## src/rtl/serializer_arbiter.sv

```systemverilog
// Round-robin arbiter sharing one serializer among N_REQ requesters.
// One word is issued per grant; the next grant waits for the serializer busy pulse to finish.
module serializer_arbiter #(
  parameter int unsigned N_REQ    = 4,
  parameter int unsigned DATA_W   = 16,
  parameter int unsigned MOD_W    = 4,
  parameter int unsigned BUSY_TMO = 4
) (
  input  logic                      clk_i,
  input  logic                      srst_i,
  input  logic [N_REQ*DATA_W-1:0]   req_data_i,
  input  logic [N_REQ*MOD_W-1:0]    req_mod_i,
  input  logic [N_REQ-1:0]          req_val_i,
  output logic [N_REQ-1:0]          req_ready_o,
  output logic [DATA_W-1:0]         ser_data_o,
  output logic [MOD_W-1:0]          ser_mod_o,
  output logic                      ser_val_o,
  input  logic                      ser_busy_i,
  output logic [$clog2(N_REQ)-1:0]  grant_id_o,
  output logic                      busy_o,
  output logic                      drop_o,
  output logic                      tmo_o
);

  localparam int unsigned IdW  = $clog2(N_REQ);
  localparam int unsigned CntW = $clog2(BUSY_TMO + 1);

  typedef enum logic [1:0] {StIdle, StIssue, StWaitB, StWaitD} state_e;

  state_e            state_q, state_d;
  logic [IdW-1:0]    ptr_q, ptr_d;
  logic [IdW-1:0]    id_q, id_d;
  logic [DATA_W-1:0] data_q, data_d;
  logic [MOD_W-1:0]  mod_q, mod_d;
  logic [CntW-1:0]   cnt_q, cnt_d;
  logic              drop_q, drop_d;
  logic              tmo;

  logic [IdW-1:0]    pick;
  logic              pick_vld;
  int unsigned       rr_idx;
  logic [DATA_W-1:0] sel_data;
  logic [MOD_W-1:0]  sel_mod;
  logic              can_grant;
  logic              xfer;
  logic              is_drop;

  // First valid requester at or after the pointer, wrapping around.
  always_comb begin
    pick     = ptr_q;
    pick_vld = 1'b0;
    rr_idx   = 0;
    for (int unsigned k = 0; k < N_REQ; k++) begin
      rr_idx = (32'(ptr_q) + k) % N_REQ;
      if (!pick_vld && req_val_i[rr_idx]) begin
        pick     = IdW'(rr_idx);
        pick_vld = 1'b1;
      end
    end
  end

  always_comb begin
    sel_data = '0;
    sel_mod  = '0;
    for (int unsigned r = 0; r < N_REQ; r++) begin
      if (pick == IdW'(r)) begin
        sel_data = req_data_i[r*DATA_W +: DATA_W];
        sel_mod  = req_mod_i[r*MOD_W +: MOD_W];
      end
    end
  end

  assign can_grant = (state_q == StIdle) && !ser_busy_i && !srst_i;
  assign xfer      = can_grant && pick_vld;
  assign is_drop   = (sel_mod == MOD_W'(1)) || (sel_mod == MOD_W'(2));

  always_comb begin
    req_ready_o = '0;
    if (xfer) begin
      req_ready_o[pick] = 1'b1;
    end
  end

  always_comb begin
    state_d = state_q;
    ptr_d   = ptr_q;
    id_d    = id_q;
    data_d  = data_q;
    mod_d   = mod_q;
    cnt_d   = cnt_q;
    drop_d  = 1'b0;
    tmo     = 1'b0;
    unique case (state_q)
      StIdle: begin
        if (xfer) begin
          id_d    = pick;
          data_d  = sel_data;
          mod_d   = sel_mod;
          ptr_d   = (pick == IdW'(N_REQ - 1)) ? '0 : pick + 1'b1;
          drop_d  = is_drop;
          state_d = is_drop ? StIdle : StIssue;
        end
      end
      StIssue: begin
        state_d = StWaitB;
        cnt_d   = '0;
      end
      StWaitB: begin
        if (ser_busy_i) begin
          state_d = StWaitD;
        end else if (cnt_q == CntW'(BUSY_TMO - 1)) begin
          state_d = StIdle;
          tmo     = 1'b1;
        end else begin
          cnt_d = cnt_q + 1'b1;
        end
      end
      StWaitD: begin
        if (!ser_busy_i) begin
          state_d = StIdle;
        end
      end
      default: state_d = StIdle;
    endcase
  end

  always_ff @(posedge clk_i) begin
    if (srst_i) begin
      state_q <= StIdle;
      ptr_q   <= '0;
      id_q    <= '0;
      data_q  <= '0;
      mod_q   <= '0;
      cnt_q   <= '0;
      drop_q  <= 1'b0;
    end else begin
      state_q <= state_d;
      ptr_q   <= ptr_d;
      id_q    <= id_d;
      data_q  <= data_d;
      mod_q   <= mod_d;
      cnt_q   <= cnt_d;
      drop_q  <= drop_d;
    end
  end

  assign ser_val_o  = (state_q == StIssue);
  assign ser_data_o = data_q;
  assign ser_mod_o  = mod_q;
  assign grant_id_o = id_q;
  assign busy_o     = (state_q != StIdle);
  assign drop_o     = drop_q;
  // Timeout fires on the last waiting cycle, as the FSM falls back to idle.
  assign tmo_o      = tmo && !srst_i;

endmodule

```

## config.mk

```make
export PLATFORM = sky130hd
export DESIGN_NAME = serializer_arbiter
export DESIGN_NICKNAME = d
export VERILOG_FILES = /design/src/rtl/serializer_arbiter.sv
export SDC_FILE = /design/constraint.sdc
export NUM_CORES = 1
export LEC_CHECK = 0
export CAP_MARGIN = 20
export CORE_MARGIN = 8
export CORE_UTILIZATION = 39
export CTS_CLUSTER_SIZE = 10
export DETAILED_ROUTE_END_ITERATION = 6
export PLACE_DENSITY = 0.81
export REMOVE_ABC_BUFFERS = 1
export SYNTH_ARGS = -nofsm -noshare
export SYNTH_HDL_FRONTEND = slang
export SYNTH_SLANG_ARGS = --single-unit
```

## constraint.sdc

```tcl
create_clock -name clk_i -period 2.8 [get_ports clk_i]
set_input_delay 0.56 -clock clk_i [delete_from_list [all_inputs] [get_ports clk_i]]
set_output_delay 0.56 -clock clk_i [all_outputs]
set_load 0.005 [all_outputs]
```

==> results of run 1 <==
[power groups by stage]
stage               logic, µW  registers [µW]  clock network [µW]
floorplan                 539             555                   0
global placement         1020             553                   0
detailed placement       1040             557                   0
CTS                      1050             549                 353
global route             1160             559                 379
finish                   1060             549                 343
[cell usage in the layout, fill, tap and decap left out, types with 3 or more instances in the layout]
master           count
o21a_1              11
nor2b_1              8
dfxtp_1             30
a21oi_1             48
nand3b_1            13
nand2_1             29
o22ai_1              3
clkbuf_8             6
a221oi_1             5
ha_2                 3
nor2_1              32
and2_1               3
clkdlybuf4s50_1    108
buf_4               27
inv_1                8
dlygate4sd2_1        7
ha_1                 7
nor3_1              23
a211oi_1             7
[flip-flops by register name (all words and copies together), names as in the netlist]
name        flops
grant_id_o      2
cnt_q           3
state_q         2
ptr_q           2
ser_mod_o       4
ser_data_o     16
drop_o          1
[worst reg2reg max path, delay by kind of cell, from the launching register on]
kind	cells	cell delay, ns
AND/OR/NAND/NOR	3	0.31
adder cells (fa/ha/maj)	1	0.20
AO/OA/AOI/OAI	5	0.87
flip-flops	1	0.36
buffers and inverters	3	0.38
XOR/XNOR	1	0.14
[synth_stat cells, drive strengths merged, types with 5 or more instances]
cell / instances / area, µm²
inv: 9 / 33.8
clkbuf: 14 / 52.6
nor3: 23 / 115
nor2b: 9 / 56.3
ha: 10 / 125
a221oi: 5 / 43.8
buf: 8 / 55.1
a21oi: 48 / 240
nor2: 32 / 120
o21a: 11 / 82.6
dfxtp: 30 / 601
nand2: 29 / 109
nand3b: 13 / 97.6
a211oi: 9 / 77.6
[worst max path at each step]
stage                                       endpoint  slack, ns  depth (start not counted)
final                                 req_ready_o[2]       0.13                         10
after global routing      ser_data_o[1]$_SDFFE_PP0P_      0.003                         12
after CTS                             req_ready_o[1]       0.05                          5
after detailed placement  ser_data_o[2]$_SDFFE_PP0P_      -0.48                         12
after global placement       state_q[0]$_SDFFE_PP0P_      -0.39                         11
after floorplan              state_q[0]$_SDFFE_PP0P_      -0.09                         10
[stage by stage]
stage | setup TNS (ns) | hold WS (ns) | instance area [µm²] | total power, µW | setup WS, ns
2_1_floorplan | -0.0920 | 0.447 | 1950 | 1090 | -0.0920
3_3_place_gp | -6.01 | 0.446 | 3390 | 1570 | -0.385
3_5_place_dp | -8.79 | 0.452 | 3390 | 1600 | -0.478
4_1_cts | 0 | 0.461 | 3490 | 1950 | 0.0467
5_1_grt | 0 | 0.492 | 3500 | 2100 | 0.00270
6_report | 0 | 0.458 | 3500 | 1950 | 0.132
[cell families (layout without fill, tap and decap cells)]
kind of cell	after synthesis	after routing	synth area share, %
adder cells (fa/ha/maj)	10	10	6.08
AND/OR/NAND/NOR	120	120	29.4
buffers and inverters	31	158	6.87
flip-flops	30	30	29.2
AO/OA/AOI/OAI	89	89	28.0
XOR/XNOR	1	1	0.426
[timing repair]
item | CTS | global route
gates resized for setup | 16 | 1
endpoints found under the hold margin | 0 | 0
buffers inserted | 0 | 1
endpoints found under the setup margin | 17 | 6
cloned | 0 | 0
[cell type report]
class / instances / area (µm²) / share of cell area, %
clock buffer: 6 / 82.6 / 2.36
inverter: 9 / 33.8 / 0.965
multi-input combinational: 220 / 1340 / 38.2
sequential: 30 / 601 / 17.2
tap: 70 / 87.6 / 2.50
timing repair buffer: 143 / 1360 / 38.8
[metal layers]
metal	routed length, µm	part of all wire, %	vias up	track usage [%]
met5	0	0	-	0
met4	265	3.4	0	9.68
met3	808	10	27	10.0
met2	4000	51	110	37.0
met1	2740	35	1144	18.8
li1	-	-	1250	-
==> impl_metrics.py, run 1 <==
metrics = {
    "clock_tree": {
        "ctsHoldBuffers": 0,
        "htree_levels": 2,
        "worst_skew_pair.late_latency_ns": 0.28,
        "cts_made_buffers": 5,
        "clockBufferDepth": 2,
        "cts_tree": "done",
        "clock-sinks": 30,
        "clkTransAtPathRegs_ns": 0.06,
        "clock_tree.root_cell": "clkbuf_8",
    },
    "final_layout": {
        "drive_above_1_share_pct": 11.5,
        "area_growth_pct": 70.0,
        "fillers": 462,
        "final_cells": 478,
        "diodes": 0,
        "nets": 506,
        "post-route-util_pct": 68.5,
    },
    "critical_path": {
        "reg2reg_depth": 13,
        "crit_slowest_cell": "dlygate4sd2_1",
        "reg2reg_to": "state_q[0]$_SDFFE_PP0P_",
        "r2r-start": "ptr_q[1]$_SDFFE_PP0P_",
        "cp_cell_sequence": "dlygate4sd2_1 -> a21oi_1 -> nor2_1 -> nor2_1 -> o22ai_1 -> buf_4 -> inv_1 -> ha_2 -> and2_1 -> dlygate4sd2_1",
        "required_ns": 2.24,
        "worst-path-buf-inv": 4,
        "critPathCaptureType": "output pin",
        "cp_top_family": "buffers and inverters",
        "arrival_ns": 2.11,
        "worst_setup_path_start_kind": "input pin",
        "startpoint": "req_val_i[0]",
        "critPathKind": "input pin to output pin",
        "crit_path_max_incr_delay_ns": 0.28,
        "rrSetupSlack_ns": 0.42,
        "path_max_fanout": 6,
    },
    "die": {
        "core_um2": 5110,
        "fp.dieH_um": 88.6,
        "ios": 117,
        "start_util_pct": 40.3,
        "core.rowCount": 26,
        "die_area_um2": 7860,
        "die_w_um": 88.6,
    },
    "pwr": {
        "p_switching_uw": 699,
        "internal_power_uw": 1250,
        "power_density_nw_per_um2": 556,
        "seqPwrFrac_pct": 28.2,
        "ir_worst_vdd_uv": 269,
        "p_leak_uw": 0.00136,
        "swShare_pct": 35.9,
        "comb_power_share_pct": 54.2,
        "clkPwrFrac_pct": 17.6,
    },
    "yosys": {
        "yosysSeqAreaShare_pct": 29.2,
        "yosysUniqueCellTypes": 36,
        "async_flop_share_pct": 0,
        "synth_seq_cells": 30,
        "syn_inst": 281,
        "syn_area_per_cell_um2": 7.32,
        "synth_edf_count": 0,
        "synth_warnings": 0,
        "synthFlopType": "dfxtp_1",
        "syn-cell-area_um2": 2060,
    },
    "run_status": {
        "outcome": "finished, final reports clean",
    },
    "min_path": {
        "holdPathStages": 2,
        "holdPathEnd": "ser_mod_o[0]$_SDFFE_PP0P_",
        "min-delay-start": "ser_mod_o[0]$_SDFFE_PP0P_",
        "min_path_type": "flip-flop to flip-flop",
    },
    "global_route": {
        "grt_pass1_vias": 2661,
        "grt_first_pass_wirelength_um": 12500,
        "grt_max_degree": 30,
        "antenna_found_initial": 0,
        "grt-ovfl-total": 0,
        "grt_use_total_pct": 20.5,
    },
    "drt": {
        "post_drt_wl_per_cell_um": 16.4,
        "ant_nets": 0,
        "drt_iter0_drc": 130,
        "vias_per_cell": 5.29,
        "route.vias.total": 2531,
        "route.detailed.drc": 0,
        "wl_um": 7820,
        "dr.pass1.iters": 4,
    },
    "sta": {
        "max_slew.worst_pin.slew_ns": 0.391,
        "period_share_pct": 95.3,
        "hold_viol": 0,
        "fin_crit_ns": 2.67,
        "slew_violations": 0,
        "fmax_mhz": 375,
        "slew_headroom_pct": 73.9,
        "setup_viol": 0,
        "clock_skew_ns": 0.00510,
        "rsz0062_at_grt": "no",
    },
    "placed_design": {
        "dpl.cell_count": 471,
        "gp_congestion": 0.814,
        "portBuffers": 116,
        "post-dp-hpwl_um": 6170,
    },
    "flow_run": {
        "maxCapViolCount": 0,
    },
}
No activity file was read; power rests on OpenSTA's default activity.
==> inputs of run 2 (changes only) <==
Settings changed: RECOVER_POWER set to 50.
==> run 2 against run 1 <==
Compared with the run above:
- via count increased by 1.3%
- hold slack lost 0.0030 ns
- non-clock buffer count unchanged
- largest cell class unchanged
- largest power group unchanged
==> impl_metrics.py, run 2 (synthesis results as in run 1) <==
metrics = {
    "critical_path": {
        "critPathCaptureType": "output pin",
        "critPathKind": "input pin to output pin",
        "arrival_ns": 2.15,
        "required_ns": 2.24,
        "path_max_fanout": 7,
        "worst_setup_path_start_kind": "input pin",
    },
    "sta": {
        "slew_headroom_pct": 74.2,
        "holdWs_ns": 0.455,
        "fin_crit_ns": 2.71,
        "slew_violations": 0,
        "rsz0062_at_grt": "no",
        "hold_viol": 0,
        "max_slew.worst_pin.slew_ns": 0.387,
        "period_share_pct": 96.9,
        "setup_viol": 0,
        "clock_skew_ns": 0.00701,
        "fin_tns_setup_ns": 0,
        "fmax_mhz": 368,
    },
    "final_layout": {
        "mostFrequentLayoutCells": "84 x clkdlybuf4s50_1, 48 x a21oi_1, 32 x nor2_1",
        "diodes": 0,
        "post-route-util_pct": 68.3,
        "area_growth_pct": 69.4,
        "drive_above_1_share_pct": 10.8,
        "fillers": 467,
        "final_common_cell": "clkdlybuf4s50_1",
        "nets": 506,
        "largest_register_ffs": 16,
        "final_cells": 478,
    },
    "drt": {
        "wl_um": 7810,
        "wl_met3_um": 805,
        "ant_nets": 0,
        "drt_iter0_drc": 126,
        "vias_per_cell": 5.36,
        "wl_met2_um": 4020,
        "route.detailed.drc": 0,
        "post_drt_wl_per_cell_um": 16.3,
        "dr.pass1.iters": 4,
        "top_layer_used": "met4",
        "drt-met1-wl_um": 2730,
        "route.vias.total": 2563,
    },
    "clock_tree": {
        "cts_tree": "done",
        "clock-sinks": 30,
        "cts_made_buffers": 5,
        "ctsHoldBuffers": 0,
        "htree_levels": 2,
        "clkTransAtPathRegs_ns": 0.06,
        "clock_tree.root_cell": "clkbuf_8",
        "worst_skew_pair.late_latency_ns": 0.28,
        "clockBufferDepth": 2,
    },
    "placed_design": {
        "dpl.cell_count": 471,
        "post-dp-hpwl_um": 6170,
        "gp_congestion": 0.814,
        "portBuffers": 116,
    },
    "die": {
        "core.rowCount": 26,
        "start_util_pct": 40.3,
        "die_w_um": 88.6,
        "ios": 117,
        "core_um2": 5110,
        "die_area_um2": 7860,
        "fp.dieH_um": 88.6,
    },
    "global_route": {
        "grt_max_degree": 30,
        "grt_pass1_vias": 2661,
        "grt_use_total_pct": 20.5,
        "antenna_found_initial": 0,
        "grt_first_pass_wirelength_um": 12500,
        "grt-ovfl-total": 0,
    },
    "pwr": {
        "p_leak_uw": 0.00142,
        "ir_worst_vdd_uv": 267,
        "power_density_nw_per_um2": 550,
    },
    "min_path": {
        "min_path_type": "flip-flop to flip-flop",
    },
    "run_status": {
        "outcome": "finished, final reports clean",
    },
    "flow_run": {
        "maxCapViolCount": 0,
    },
}
-- run 2: report_power, final --
| group | total, µW | internal [µW] | switching [µW] |
|---|---|---|---|
| Sequential | 546 | 501 | 45.3 |
| Combinational | 1030 | 532 | 495 |
| Clock | 346 | 189 | 156 |
| Total | 1920 | 1220 | 697 |
-- run 2: metrics by stage --
step           total power, µW  cell area, µm²  setup WS (ns)
2_1_floorplan             1090            1950        -0.0920
3_3_place_gp              1570            3390         -0.385
3_5_place_dp              1600            3390         -0.478
4_1_cts                   1950            3490         0.0467
5_1_grt                   2070            3490        0.00270
6_report                  1920            3490         0.0858
-- run 2: final timing paths --
path	depth (start not counted)	endpoint	start	slack (ns)
max	5	req_ready_o[1]	req_val_i[0]	0.09
min	2	ser_mod_o[0]$_SDFFE_PP0P_	ser_mod_o[0]$_SDFFE_PP0P_	0.46
max reg2reg	12	state_q[0]$_SDFFE_PP0P_	ptr_q[1]$_SDFFE_PP0P_	0.40
min reg2reg	2	ser_mod_o[0]$_SDFFE_PP0P_	ser_mod_o[0]$_SDFFE_PP0P_	0.46
-- run 2: what timing repair did --
item	4_1_cts	5_1_grt
endpoints found under the setup margin	17	6
resized for setup	16	1
buffers inserted	0	1
pin swaps	0	0
-- run 2: worst max-delay path: stages --
cell,delay (ns)
dlygate4sd2_1,0.28
or4_4,0.56
and3_1,0.27
and2_1,0.21
dlygate4sd2_1,0.27
-- run 2: area by class of cell --
class                   instances  area (µm²)  area share (%)
repair buffers                143        1350            38.7
clock buffers                   6        82.6            2.37
multi-input cells             220        1330            38.2
inverters                       9        33.8           0.969
well taps                      70        87.6            2.51
flip-flops and latches         30         601            17.2
-- run 2: per-layer routing --
layer / up-vias / GRT usage [%]
li1: 1251 / -
met5: - / 0
met4: 0 / 9.68
met1: 1166 / 18.8
met2: 119 / 37.0
met3: 27 / 10.0
